`src/rtl/dac_adc_pkg.sv`:
```
// Shared definitions for the DAC SPI transmitter: frame layout, default
// control bits and the transmitter FSM encoding.
package dac_adc_pkg;

    localparam int         FRAME_W          = 16;
    localparam int         CODE_W           = 12;
    localparam logic [3:0] CFG_BITS_DEFAULT = 4'b0111;

    typedef enum logic [2:0] {
        IDLE  = 3'd0,
        SETUP = 3'd1,
        SHIFT = 3'd2,
        HOLD  = 3'd3,
        DONE  = 3'd4
    } tx_state_e;

    // Control nibble goes out first, followed by the DAC code, MSB first.
    function automatic logic [FRAME_W-1:0] build_frame(input logic [3:0]        cfg,
                                                       input logic [CODE_W-1:0] code);
        return {cfg, code};
    endfunction

endpackage

```
`src/rtl/spi_clk_en.sv`:
```
// Half-period tick generator: one-cycle tick every CLK_DIV cycles while en_i
// is high; the count is held at zero whenever en_i is low.
module spi_clk_en #(
    parameter int CLK_DIV = 4
) (
    input  logic clk_i,
    input  logic rst_i,
    input  logic en_i,
    output logic tick_o
);

    localparam logic [7:0] TERM = 8'(CLK_DIV - 1);

    logic [7:0] cnt_q;
    logic [7:0] cnt_d;

    always_comb begin
        cnt_d = cnt_q;
        if (!en_i || cnt_q == TERM) begin
            cnt_d = 8'd0;
        end else begin
            cnt_d = cnt_q + 8'd1;
        end
    end

    always_ff @(posedge clk_i) begin
        if (rst_i) begin
            cnt_q <= 8'd0;
        end else begin
            cnt_q <= cnt_d;
        end
    end

    assign tick_o = en_i && (cnt_q == TERM);

endmodule

```
`src/rtl/dac_spi_tx.sv`:
```
// SPI mode-0 transmitter for a 12-bit DAC: sends {CFG_BITS, data_i} as one
// 16-bit frame framed by cs_n_o, with all outputs registered.
module dac_spi_tx
    import dac_adc_pkg::*;
#(
    parameter int         CLK_DIV  = 4,
    parameter logic [3:0] CFG_BITS = CFG_BITS_DEFAULT
) (
    input  logic              clk_i,
    input  logic              rst_i,
    input  logic              start_i,
    input  logic [CODE_W-1:0] data_i,
    output logic              busy_o,
    output logic              done_o,
    output logic              cs_n_o,
    output logic              sclk_o,
    output logic              mosi_o
);

    tx_state_e          state_q, state_d;
    logic [FRAME_W-1:0] shreg_q, shreg_d;
    logic [4:0]         bit_cnt_q, bit_cnt_d;
    logic               sclk_q, sclk_d;
    logic               mosi_q, mosi_d;
    logic               cs_n_q, cs_n_d;
    logic               busy_q, busy_d;
    logic               done_q, done_d;
    logic               tick;
    logic               tick_en;

    // Every timed state ends on a tick, so the divider wraps to zero exactly
    // on each state entry and needs no separate clear.
    assign tick_en = (state_q == SETUP) || (state_q == SHIFT) || (state_q == HOLD);

    spi_clk_en #(
        .CLK_DIV (CLK_DIV)
    ) u_clk_en (
        .clk_i  (clk_i),
        .rst_i  (rst_i),
        .en_i   (tick_en),
        .tick_o (tick)
    );

    always_comb begin
        state_d   = state_q;
        shreg_d   = shreg_q;
        bit_cnt_d = bit_cnt_q;
        sclk_d    = 1'b0;

        case (state_q)
            IDLE: begin
                if (start_i) begin
                    shreg_d = build_frame(CFG_BITS, data_i);
                    state_d = SETUP;
                end
            end
            SETUP: begin
                if (tick) begin
                    state_d = SHIFT;
                end
            end
            SHIFT: begin
                sclk_d = sclk_q;
                if (tick) begin
                    sclk_d = ~sclk_q;
                    // The next bit is presented only on the falling edge.
                    if (sclk_q) begin
                        shreg_d = {shreg_q[FRAME_W-2:0], 1'b0};
                        if (bit_cnt_q == 5'd15) begin
                            bit_cnt_d = 5'd0;
                            state_d   = HOLD;
                        end else begin
                            bit_cnt_d = bit_cnt_q + 5'd1;
                        end
                    end
                end
            end
            HOLD: begin
                if (tick) begin
                    state_d = DONE;
                end
            end
            DONE: begin
                state_d = IDLE;
            end
            default: begin
                state_d = IDLE;
            end
        endcase

        // Outputs are decoded from the next state so they register in step with it.
        cs_n_d = (state_d == IDLE) || (state_d == DONE);
        busy_d = (state_d != IDLE);
        done_d = (state_d == DONE);
        mosi_d = cs_n_d ? 1'b0 : shreg_d[FRAME_W-1];
    end

    always_ff @(posedge clk_i) begin
        if (rst_i) begin
            state_q   <= IDLE;
            shreg_q   <= '0;
            bit_cnt_q <= 5'd0;
            sclk_q    <= 1'b0;
            mosi_q    <= 1'b0;
            cs_n_q    <= 1'b1;
            busy_q    <= 1'b0;
            done_q    <= 1'b0;
        end else begin
            state_q   <= state_d;
            shreg_q   <= shreg_d;
            bit_cnt_q <= bit_cnt_d;
            sclk_q    <= sclk_d;
            mosi_q    <= mosi_d;
            cs_n_q    <= cs_n_d;
            busy_q    <= busy_d;
            done_q    <= done_d;
        end
    end

    assign busy_o = busy_q;
    assign done_o = done_q;
    assign cs_n_o = cs_n_q;
    assign sclk_o = sclk_q;
    assign mosi_o = mosi_q;

endmodule

```
`config.mk`:
```
export PLATFORM = sky130hd
export DESIGN_NAME = dac_spi_tx
export DESIGN_NICKNAME = d
export VERILOG_FILES = /design/src/rtl/dac_adc_pkg.sv /design/src/rtl/spi_clk_en.sv /design/src/rtl/dac_spi_tx.sv
export SDC_FILE = /design/constraint.sdc
export NUM_CORES = 1
export LEC_CHECK = 0
export BUFFER_PORTS_ARGS = -buffer_cell sky130_fd_sc_hd__buf_4
export CORE_ASPECT_RATIO = 1.25
export CORE_MARGIN = 1
export CORE_UTILIZATION = 55
export DETAILED_ROUTE_END_ITERATION = 12
export GPL_TIMING_DRIVEN = 0
export HOLD_SLACK_MARGIN = 0.15
export PLACE_DENSITY = 0.76
export SYNTH_ARGS = -nofsm -noshare
export SYNTH_HDL_FRONTEND = slang
export SYNTH_SLANG_ARGS = --single-unit
```
`constraint.sdc`:
```
create_clock -name clk_i -period 1.7 [get_ports clk_i]
set_input_delay 0.255 -clock clk_i [delete_from_list [all_inputs] [get_ports clk_i]]
set_output_delay 0.255 -clock clk_i [all_outputs]
set_load 0.03 [all_outputs]
```
==> results of run 1 <==
-- stage by stage --
stage	hold slack, ns	worst slack [ns]	util (%)	TNS [ns]
finish	0.179	0.0653	70.3	0
global route	0.170	-0.0105	70.3	-0.0158
CTS	0.163	0.00806	69.1	0
detailed placement	0.448	-0.156	64.4	-1.35
global placement	0.425	-0.0872	64.4	-0.666
floorplan	0.395	0.117	-	0
-- metal layers --
metal | part of all wire [%] | wire (µm) | up-vias
met5 | 0 | 0 | -
met4 | 1.8 | 57 | 0
met3 | 3.7 | 119 | 7
met2 | 56 | 1770 | 21
met1 | 39 | 1240 | 641
li1 | - | - | 660
-- registers in the layout, indices dropped and copies added (netlist names) --
signal,cells
bit_cnt_q,5
busy_o,1
cs_n_o,1
done_o,1
mosi_o,1
sclk_o,1
shreg_q,16
state_q,3
u_clk_en.cnt_q,8
-- synth_stat cells, types with 2 or more instances --
master	count
sky130_fd_sc_hd__a21o_1	2
sky130_fd_sc_hd__a21oi_1	18
sky130_fd_sc_hd__a22oi_1	12
sky130_fd_sc_hd__a31oi_1	4
sky130_fd_sc_hd__and3_1	2
sky130_fd_sc_hd__buf_2	4
sky130_fd_sc_hd__clkbuf_1	3
sky130_fd_sc_hd__dfxtp_1	37
sky130_fd_sc_hd__ha_1	2
sky130_fd_sc_hd__inv_1	3
sky130_fd_sc_hd__nand2_1	25
sky130_fd_sc_hd__nand3_1	6
sky130_fd_sc_hd__nand4_1	2
sky130_fd_sc_hd__nor2_1	18
sky130_fd_sc_hd__nor3_1	2
sky130_fd_sc_hd__o21ai_0	2
sky130_fd_sc_hd__xnor2_1	4
sky130_fd_sc_hd__xor2_1	5
-- layout make-up --
| cell class | instances | area [µm²] |
|---|---|---|
| clock inverters | 1 | 30.0 |
| well taps | 34 | 42.5 |
| fillers | 235 | 796 |
| plain buffers | 8 | 48.8 |
| inverters | 3 | 11.3 |
| flip-flops and latches | 37 | 746 |
| multi-input cells | 123 | 793 |
| clock buffers | 7 | 55.1 |
| repair buffers | 21 | 158 |
-- final timing paths --
| path | depth (start not counted) | from | to | slack, ns |
|---|---|---|---|---|
| setup reg to reg | 7 | u_clk_en.cnt_q[1] | shreg_q[11] | 0.07 |
| hold / removal | 3 | data_i[0] | shreg_q[0] | 0.18 |
| hold reg to reg | 1 | u_clk_en.cnt_q[0] | u_clk_en.cnt_q[0] | 0.44 |
| setup / recovery | 7 | u_clk_en.cnt_q[1] | shreg_q[11] | 0.07 |
-- critical path: cells and delay by family, from the launching register on --
kind / cells / cell delay, ns
fa+ha+maj: 1 / 0.14
simple gates: 2 / 0.56
flops: 1 / 0.37
compound gates: 2 / 0.22
buf+inv: 2 / 0.28
-- report_power, final --
| group | switching [mW] | leakage [nW] | internal (mW) |
|---|---|---|---|
| registers | 0.0190 | 0.303 | 0.896 |
| logic | 0.0616 | 0.368 | 0.0578 |
| clock network | 0.280 | 0.0455 | 0.351 |
-- logic make-up (layout without fill, tap and decap cells) --
kind of cell             count (synthesis)  count (layout)  synth area share (%)
adder cells (fa/ha/maj)                  2               2                  1.62
XOR/XNOR                                 9               9                  5.09
multiplexers                             1               1                 0.647
AND/OR/NAND/NOR                         72              72                  24.9
flip-flops                              37              37                  47.9
AO/OA/AOI/OAI                           39              39                  15.9
buffers and inverters                   12              40                  3.96
-- cell usage in the layout (no fill, tap or decap), drive strengths merged, types with 2 or more instances in the layout --
cell,synthesis,routed
nor3,2,2
nand4,3,3
a22oi,12,12
clkbuf,3,10
nand2,25,25
xor2,5,5
o21ai,2,2
a21oi,18,18
a31oi,4,4
buf,6,26
nor3b,2,2
dfxtp,37,37
and3,3,3
nand3,7,7
ha,2,2
xnor2,4,4
nor2,18,18
a21o,2,2
inv,3,3
-- repair_timing --
item / 4_1_cts / 5_1_grt
pin swaps: 1 / 3
resized for setup: 5 / 7
setup buffers: 2 / 1
endpoints found under the setup margin: 27 / 20
==> run summary, run 1 <==
Across the routed clock network, the largest skew measured is a little over 0.009 ns. The data arrival at the endpoint of the critical path came out at ~1.9 ns. The total of endpoints with negative setup slack in the final report came out at 0. In this design, the critical path's most frequently occurring cell is sky130_fd_sc_hd__buf_6. The number of hold buffers added after cts came out at 0. The clock latency of the later-clocked register in the worst-skew pair is approximately 0.35 ns.

Entering global routing, the biggest net connects 12 pins. The number of flops mapped to enable cells by yosys came out at 0. The met3 track demand over resource in global routing is 6.17%.

Sequential elements use roughly 48% of the synthesized area. The final estimated routing congestion in global placement is between 0.7 and 0.8. The clock root buffer master is sky130_fd_sc_hd__clkbuf_4.

The number of endpoints with negative hold slack in the final report is 0. The setup path with the least slack is of type reg -> reg. At the worst endpoint, the required time is just under 2 ns. The number of routed nets with antenna violations is 0. The antenna diode instance count came out at 0. The number of vias in the routed layout is 1329. The total power density per cell area came out at slightly below 900 nW/µm². The net count after synthesis is ~190. At the pin with the least slew margin, the transition time is around 0.42 ns. Relative to the synthesized area, the layout overhead comes to 21.7%. Across the VDD grid, the largest voltage drop is around 610 µV. TritonCTS built the clock tree. The floorplan step set the die height to ~60 µm. The average cell area after synthesis is 9.00 µm². Based on the critical path, the design can be clocked at up to about 610 MHz. After detailed routing, the number of remaining DRC violations is 0. The region available for standard cell placement spans ~2700 µm². The met2 usage came out at a little under half. For this block, the initial DRC count from the detailed router was 40. The final critical-path required period came out at between 1.5 and 2 ns. The signal on the critical path passes through ha_4 > nor3b_4 > and3_1 > buf_6 > buf_6 > a22oi_1 > a21oi_1. The share of synthesized area in the top cell type comes to between 40 and 50%. The category of the worst setup path capture point is a register. The number of global-route vias before repair came out at 1240. After global routing, the most crowded layer is met2.

The total grt overflow is 0. The biggest fanout along the worst timing path came out at 10. The number of distinct standard cells referenced by the synthesized netlist came out at 39.

The yosys synthesis warning count came out at 0. The overall power of the completed layout came out at approximately 1.7 mW. The initial core utilization is roughly 58%. Global routing consumed, on the met1 layer, ~22% of the routing resources. For this design, the slowest cell found on the critical path is sky130_fd_sc_hd__dfxtp_2.

The synthesized instance count is 172. The number of sinks driven by the clock tree came out at 37. The flow ran to the end, and the final reports show no timing, DRC or antenna violations. The final wirelength is 3.18 mm.

The final instance count without filler cells came out at 234. The normalized max-slew margin came out at a little under three quarters. The half-perimeter wire length after placement came out at about 2.2 mm.

The tightest min-delay check is of the in -> reg type. The number of buffers between clock root and the deepest sink came out at 2. Measured along the x axis, the die boundary spans roughly 50 µm. The share of post-route cells with drive strength above 1 came out at between 20% and 30%. The total iterations of the first detailed-routing run came out at 4. After routing the design area is 1880 µm². In this design, the stage delay of the slowest critical-path cell is approximately 0.37 ns.

The global-route usage over all layers is a little under a quarter. The summed instance area of the synthesized netlist came out at ~1500 µm². The ratio of routed vias to standard cells is 5.68.

The wire length of the first global-routing pass came out at around 5.2 mm. In the post-synthesis netlist, the biggest area contributors are sky130_fd_sc_hd__dfxtp_1, sky130_fd_sc_hd__nand2_1, sky130_fd_sc_hd__a21oi_1. The clock buffer count from CTS came out at 5. The final critical path takes up a little over nine tenths of the cycle. After detailed routing, the average wire length per cell comes to about 14 µm. The top flip-flop cell by instance count after synthesis is sky130_fd_sc_hd__dfxtp_1. At the end of the flow, the number of nets in the layout was 216. The die outline area is 3030 µm².

STA classifies the critical path startpoint as a register. In this run the cell area measured after placement is around 1700 µm². The placed instance count is 224. Clock-pin slew was measured on the worst setup and hold paths at ~0.11 ns. The count of final max-slew check failures is 0. The number of storage elements in the synthesis netlist is 37.

sky130_fd_sc_hd__dfxtp_1 takes more of the synthesized area than any other cell. The number of H-tree levels came out at 2. Max-cap violations in this run came to 0. 20 I/O pins were placed. The post-synthesis async set-or-reset flop share came out at 0%.

The leakage component of the power came out at 0.717 nW. The floorplan has 21 rows. The number of input and output port buffers inserted is 18. The initial antenna violation count came out at 0.
No activity file was read; power rests on OpenSTA's default activity.
==> inputs of run 2 (changes only) <==
--- a/config.mk
+++ b/config.mk
@@ -6,7 +6,6 @@
 export NUM_CORES = 1
 export LEC_CHECK = 0
 export BUFFER_PORTS_ARGS = -buffer_cell sky130_fd_sc_hd__buf_4
-export CORE_ASPECT_RATIO = 1.25
 export CORE_MARGIN = 1
 export CORE_UTILIZATION = 55
 export DETAILED_ROUTE_END_ITERATION = 12
==> run summary, run 2 (same netlist as run 1, synthesis figures left out) <==
The transition time at the pin with the least slew margin is about 0.50 ns. The horizontal extent of the die came out at ~55 µm. The final cycle utilization of the critical path came out at between 90% and 100%. For this run, the detailed router's first-pass iteration total came to 4. The number of buffers between clock root and the deepest sink came out at 2.

The core box area came out at approximately 2600 µm². The die span in y came out at ~55 µm. The half-perimeter wire length after placement came out at between 2 and 2.5 mm.

The total grt overflow came out at 0. Setup violations remaining at the end of the flow were counted as 0. The row count came out at 18.

Of the cells placed in the final design, the portion with a size suffix greater than 1 is 23.5%. The initial antenna violation count came to 0. The endpoint required time on the critical path is approximately 2.0 ns. The setup slack at placement is -0.112 ns. Once detail routing completed, the nets flagged for antenna violations numbered 0. The flip-flop count of the largest register after layout is 16. The overall power of the completed layout is around 1.5 mW.

The area taken by flip-flops and latches is around 740 µm². The flow ran to the end, and the final reports show no timing, DRC or antenna violations. TritonCTS built the clock tree. The most common cell after layout, fill and taps aside is sky130_fd_sc_hd__dfxtp_1. STA classifies the critical path endpoint as a register. The worst clock skew came out at slightly below 0.008 ns. Across the run, the number of max-cap violations was 0. The normalized max-slew margin is 66.8%. The data arrival at the endpoint of the critical path came out at ~1.9 ns. More flip-flops sit in one register than any other, and that register is shreg_q. The area growth from synthesis to layout is 20.2%.

The largest net degree at the start of global routing came out at 11. The multi-input combinational cell area came out at between 700 and 800 µm². The net switching component of the power is 362 µW.

The post-route DRC violation count is 0. The part of the total power dissipated in combinational logic came out at approximately 8.4%. The minimum setup slack in the final design is a little under 0.05 ns.

The number of input and output port buffers inserted came out at 18. The average wire length per cell after detail routing came out at 13.2 µm. The library cells used most frequently in the layout, excluding fill and tap cells, are sky130_fd_sc_hd__dfxtp_1, sky130_fd_sc_hd__nand2_1, sky130_fd_sc_hd__buf_4. The wire length of the first global-routing pass came out at roughly 4.5 mm. The count of nets after finishing came out at 220. The die outline area came out at 3030 µm². The clock input transition at the sequential cells of the worst setup and hold paths came out at ~0.1 ns.

The cell-internal power is about 1.1 mW. The number of design-rule violations left by the first detailed-router iteration is 25. The final estimated routing congestion in global placement came out at ~0.78.

The number of vias in the routed layout is between 1k and 1.5k. The antenna diode instance count came out at 0. The clock buffer count from CTS is 5. The startpoint type of the worst setup path is a register. The routed design could run at a clock period as short as about 1.7 ns. The number of global-route vias before repair was around 1.1k. The number of sinks driven by the clock tree came out at 37. The initial core utilization is roughly 60%.

Sequential cells burn 61.6% of the power. The clock root buffer master is sky130_fd_sc_hd__clkbuf_4. The worst setup path is of the reg -> reg kind. The layout has roughly 210 filler cells.

For this run, the total global-route usage over all layers was measured as 21.8%. The worst voltage drop across the vdd grid came out at about 730 µV. The number of stages on the worst hold path is 3. For the worst-skew pair, the clock arrives at the later sink with an insertion delay of 0.35 ns.

Wires add up to between 3 and 4 mm. Dividing the detail-routed via count by the number of cells gives approximately 5.5. The largest registers in the layout are shreg_q (16), u_clk_en.cnt_q (8), bit_cnt_q (5). The biggest fanout along the worst timing path came out at 10. The number of endpoints with negative hold slack in the final report came out at 0.

The number of cells on the worst reg-to-reg path is 7. The I/O pin count came out at 20. The total power density per cell area came out at 798 nW/µm². The relative contribution of the clock network to total power came out at 30.0%. The worst hold path belongs to the class in -> reg. The switching fraction of total power came out at between 20% and 30%.

The number of H-tree levels came out at 2. Once layout is complete, the utilization of the core stands at 72.5%. The peak clock frequency supported by timing came out at about 600 MHz. The leakage component of the power is between 0.7 and 0.8 nW. The count of final max-slew check failures is 0. The total negative slack for setup checks came out at 0 ns.
run 2: path summary, 6_finish.rpt:
check | start | end | slack (ns)
worst max-delay path | u_clk_en.cnt_q[3] | bit_cnt_q[3] | 0.05
worst max register to register | u_clk_en.cnt_q[3] | bit_cnt_q[3] | 0.05
worst min register to register | u_clk_en.cnt_q[0] | u_clk_en.cnt_q[0] | 0.45
worst min-delay path | data_i[3] | shreg_q[3] | 0.19
run 2: timing repair:
item | 4_1_cts | 5_1_grt
buffers inserted | 1 | 4
pin swaps | 1 | 2
hold buffers | 1 | 0
setup endpoints to repair | 27 | 19
resized for setup | 3 | 7
hold endpoints to repair | 1 | 0
run 2: layout make-up:
class                      instances  area share (%)
buffer                             9            2.96
clock buffer                       8            2.62
inverter                           3           0.605
multi-input combinational        123            42.0
sequential                        37            39.9
tap                               30            2.02
timing repair buffer              24            9.82
run 2: layer usage:
metal	GRT usage, %	routed length (µm)
met1	27.7	1450
met2	32.9	1490
met3	5.74	137
met4	12.5	28
met5	0	0
run 2: per-stage QoR:
stage | cells | cell area [µm²] | hold slack (ns)
after floorplan | 172 | 1550 | 0.395
after global placement | 220 | 1720 | 0.426
after detailed placement | 220 | 1720 | 0.433
after CTS | 230 | 1800 | 0.185
after global routing | 234 | 1860 | 0.187
final | 234 | 1860 | 0.186
run 2: power by group through the flow:
stage | logic (mW) | registers, mW | clock network [mW]
floorplan | 0.0675 | 0.936 | 0
global placement | 0.115 | 0.932 | 0
detailed placement | 0.120 | 0.933 | 0
CTS | 0.123 | 0.913 | 0.452
global route | 0.138 | 0.919 | 0.487
finish | 0.125 | 0.915 | 0.445
run 2: critical path: stages, from the launching register on:
cell and delay, ns:
sky130_fd_sc_hd__dfxtp_1 0.38, sky130_fd_sc_hd__nor4_4 0.32, sky130_fd_sc_hd__buf_4 0.20, sky130_fd_sc_hd__and3_1 0.17
sky130_fd_sc_hd__buf_4 0.16, sky130_fd_sc_hd__buf_6 0.14, sky130_fd_sc_hd__nand3_1 0.07, sky130_fd_sc_hd__a21oi_1 0.14
==> inputs of run 3 (changes only) <==
--- a/config.mk
+++ b/config.mk
@@ -5,13 +5,15 @@
 export SDC_FILE = /design/constraint.sdc
 export NUM_CORES = 1
 export LEC_CHECK = 0
+export ABC_AREA = 1
 export BUFFER_PORTS_ARGS = -buffer_cell sky130_fd_sc_hd__buf_4
 export CORE_MARGIN = 1
-export CORE_UTILIZATION = 55
+export CORE_UTILIZATION = 58
 export DETAILED_ROUTE_END_ITERATION = 12
 export GPL_TIMING_DRIVEN = 0
 export HOLD_SLACK_MARGIN = 0.15
-export PLACE_DENSITY = 0.76
+export PLACE_DENSITY = 0.78
+export SLEW_MARGIN = 15
 export SYNTH_ARGS = -nofsm -noshare
 export SYNTH_HDL_FRONTEND = slang
 export SYNTH_SLANG_ARGS = --single-unit
==> run summary, run 3 <==
The die outline area is about 3700 µm². The total setup buffers inserted after CTS is 0. For this run, the post-layout net count is roughly 310. Setup slack on the worst reg-to-reg path comes out at approximately 0.14 ns. Each instance of the synthesized netlist takes up on average 7.52 µm². The biggest fanout along the worst timing path came out at 10. The compound-gate portion of the synthesized area is a little over an eighth. The most used flip-flop cell after synthesis is sky130_fd_sc_hd__dfxtp_1. For the worst flop-to-flop path, the logic depth is 8. The register with the most flip-flops in the layout has 16 of them. The share of post-route cells with drive strength above 1 is about a quarter. The number of antenna diodes in the final layout is 0. Once detail routing completed, the nets flagged for antenna violations numbered 0. The post-cts resize count is 0. The routing usage on met1 is 25.7%.

The library cell used most frequently in the layout, excluding fill and tap cells, is sky130_fd_sc_hd__nand2_1. The number of sinks driven by the clock tree came out at 37. The floorplan step set the die height to 61.2 µm. The layout has 298 filler cells. The leakage component of the power came out at 0.916 nW. The initial core utilization came out at 60.9%. By startpoint and endpoint, the worst setup path is classified as reg -> reg. The worst hold path belongs to the class in -> reg. 20 I/O pins were placed.

The simple-gate share of the synthesized area came out at approximately 36%. Routability-driven placement finished with a final weighted congestion of between 0.7 and 0.8. The number of hold buffers added after cts came out at 0. The initial antenna violation count came out at 0. The number of endpoints with negative hold slack in the final report is 0.

The most flop-heavy register is shreg_q. The worst clock skew is between 0.008 and 0.009 ns. In the synthesized netlist, the cells that appear most often are sky130_fd_sc_hd__nand2_1, sky130_fd_sc_hd__dfxtp_1, sky130_fd_sc_hd__inv_1. After synthesis, the netlist uses 33 different library cells. The global-route usage over all layers is between 20% and 30%. The total grt overflow came out at 0. The half-perimeter wire length after placement is 2.74 mm. The H-tree was split into 2 levels. For this run, design rule violations remaining after detail routing come to 0. The total power density per cell area came out at 690 nW/µm².

For met2 alone, demand over resource in global routing was between 30% and 40%. The worst setup path is captured at a register. STA classifies the critical path startpoint as a register. By area the synthesized netlist is led by sky130_fd_sc_hd__dfxtp_1, sky130_fd_sc_hd__nand2_1, sky130_fd_sc_hd__nand3_2. The max-cap violation count is 0.

For this run, the number of Yosys warnings is 0. Setup repair after global routing left no endpoint under its margin. The net count after synthesis is about 290. The endpoint required time on the critical path is approximately 2.0 ns. The area growth from synthesis to layout is 12.7%. The synthesized-area fraction occupied by adder cells is under 10%. After synthesis, the largest area contributor takes up between 30% and 40% of total cell area.

TritonCTS built the clock tree. Yosys instantiated no cell more often than sky130_fd_sc_hd__nand2_1. The startpoint identified for the worst register-to-register timing path is u_clk_en.cnt_q[0]. The core box area came out at about 3300 µm². The library cells used most frequently in the layout, excluding fill and tap cells, are sky130_fd_sc_hd__nand2_1, sky130_fd_sc_hd__dfxtp_1, sky130_fd_sc_hd__inv_1.

The number of global-route vias before repair was about 1.5k. The clock input transition at the sequential cells of the worst setup and hold paths is 0.10 ns. Setup violations remaining at the end of the flow were counted as 0.

At the worst endpoint, the arrival time is 1.83 ns. For this block, the via count after detailed routing is between 1.5k and 2k. For the finished layout, the period the worst path requires is between 1.5 and 2 ns. The clock latency of the later-clocked register in the worst-skew pair came out at between 0.3 and 0.4 ns.

The count of final max-slew check failures was 0. The worst-case IR drop observed on VDD is around 540 µV. In the final layout, the registers with the most flip-flops are shreg_q (16), u_clk_en.cnt_q (8), bit_cnt_q (5). Measured against its own limit, the worst slew margin works out to just under 60%. The start point of the worst min-delay path is data_i[0].

In this run the horizontal extent of the chip is a little over 60 µm. The total iterations of the first detailed-routing run came out at 4. The peak clock frequency supported by timing came out at 640 MHz. The post-synthesis async set-or-reset flop share is 0%.

The number of input and output port buffers inserted came out at 19. For hold timing, the worst endpoint is shreg_q[0]. The post-synthesis share of cell area spent on xor and xnor gates is roughly 1.3%. The post-synthesis sequential area ratio is 36.5%. The number of storage elements in the synthesis netlist came out at 37. The run finished with clean final reports. The clock buffer count from CTS came out at 5. The largest total area in the synthesized netlist belongs to sky130_fd_sc_hd__dfxtp_1. The floorplan has 21 rows. After synthesis, the largest family of logic cells by area is simple AND/OR/NAND/NOR gates. For the final routed database, the setup TNS stands at 0 ns. Multiplexer cells account for 0% of the synthesized area. The clock passes through at most 2 buffers.

The average wire length per cell after detail routing is approximately 11 µm. The wire length of the first global-routing pass is between 6 and 7 mm. Dividing the detail-routed via count by the number of cells gives 5.04. The cell area that synthesis handed to floorplanning was 2030 µm². The met3 track demand over resource in global routing came out at under 10%.

The number of flops mapped to enable cells by yosys came out at 0. The worst register-to-register path ends at shreg_q[12]. In this run, the number of DRC markers left after iteration 0 of detailed routing was 70.

Entering global routing, the biggest net connects 11 pins. Of the available clock period, the critical path in the final layout requires between 90% and 100%. The number of stages on the worst hold path is 3.

CTS placed an instance of sky130_fd_sc_hd__clkbuf_4 at the clock tree root. The overall power of the completed layout came out at about 1.6 mW. The synthesized instance count is 270. In this run the most used layer during global routing was met2. The final wirelength came out at approximately 3.9 mm.

The transition time at the pin with the least slew margin is between 0.6 and 0.7 ns.
-- run 3: per-stage QoR --
stage                     instance area [µm²]  util (%)  hold slack, ns  instances  setup slack [ns]
after floorplan                          2030         -           0.402        270             0.300
after global placement                   2230      66.9           0.432        335             0.146
after detailed placement                 2230      66.9           0.442        335             0.115
after CTS                                2290      68.5           0.190        342            0.0930
after global routing                     2290      68.6           0.221        342          0.000864
final                                    2290      68.6           0.190        342             0.137
-- run 3: layout make-up --
| type | instances | area, µm² | share of cell area (%) |
|---|---|---|---|
| well taps | 46 | 57.6 | 2.52 |
| plain buffers | 11 | 85.1 | 3.72 |
| flip-flops and latches | 37 | 741 | 32.4 |
| inverters | 39 | 149 | 6.51 |
| clock buffers | 7 | 55.1 | 2.41 |
| multi-input cells | 183 | 1060 | 46.3 |
| repair buffers | 19 | 143 | 6.23 |
-- run 3: cells by family after synthesis --
| logic type | Yosys count |
|---|---|
| flops | 37 |
| xor+xnor | 3 |
| buf+inv | 50 |
| simple gates | 134 |
| compound gates | 44 |
| fa+ha+maj | 2 |
-- run 3: power breakdown --
part | leakage [nW] | internal, mW | total [mW] | switching, mW
sequential | 0.302 | 0.898 | 0.916 | 0.0186
combinational | 0.583 | 0.0810 | 0.193 | 0.112
clock | 0.0314 | 0.195 | 0.470 | 0.275
total | 0.916 | 1.17 | 1.58 | 0.405
-- run 3: critical path, stage by stage, from the launching register on --
cell and delay, ns:
sky130_fd_sc_hd__dfxtp_1 0.37, sky130_fd_sc_hd__ha_2 0.24, sky130_fd_sc_hd__nand3_2 0.13, sky130_fd_sc_hd__nor2_8 0.21
sky130_fd_sc_hd__buf_8 0.16, sky130_fd_sc_hd__nand3b_1 0.09, sky130_fd_sc_hd__o21ai_1 0.13, sky130_fd_sc_hd__inv_1 0.06
sky130_fd_sc_hd__a21oi_2 0.11
-- run 3: how the worst max path moves through the flow --
stage,startpoint,to,slack (ns)
finish,u_clk_en.cnt_q[0],shreg_q[12],0.14
global route,u_clk_en.cnt_q[0],shreg_q[4],0.0009
CTS,u_clk_en.cnt_q[0],shreg_q[12],0.09
detailed placement,u_clk_en.cnt_q[0],shreg_q[12],0.12
global placement,u_clk_en.cnt_q[0],shreg_q[11],0.15
floorplan,sclk_o,shreg_q[10],0.30
-- run 3: per-layer routing --
layer  vias up  part of all wire [%]
met5         -                     0
met4         0                   1.2
met3         6                   3.7
met2        30                    48
met1       770                    47
li1        917                     -
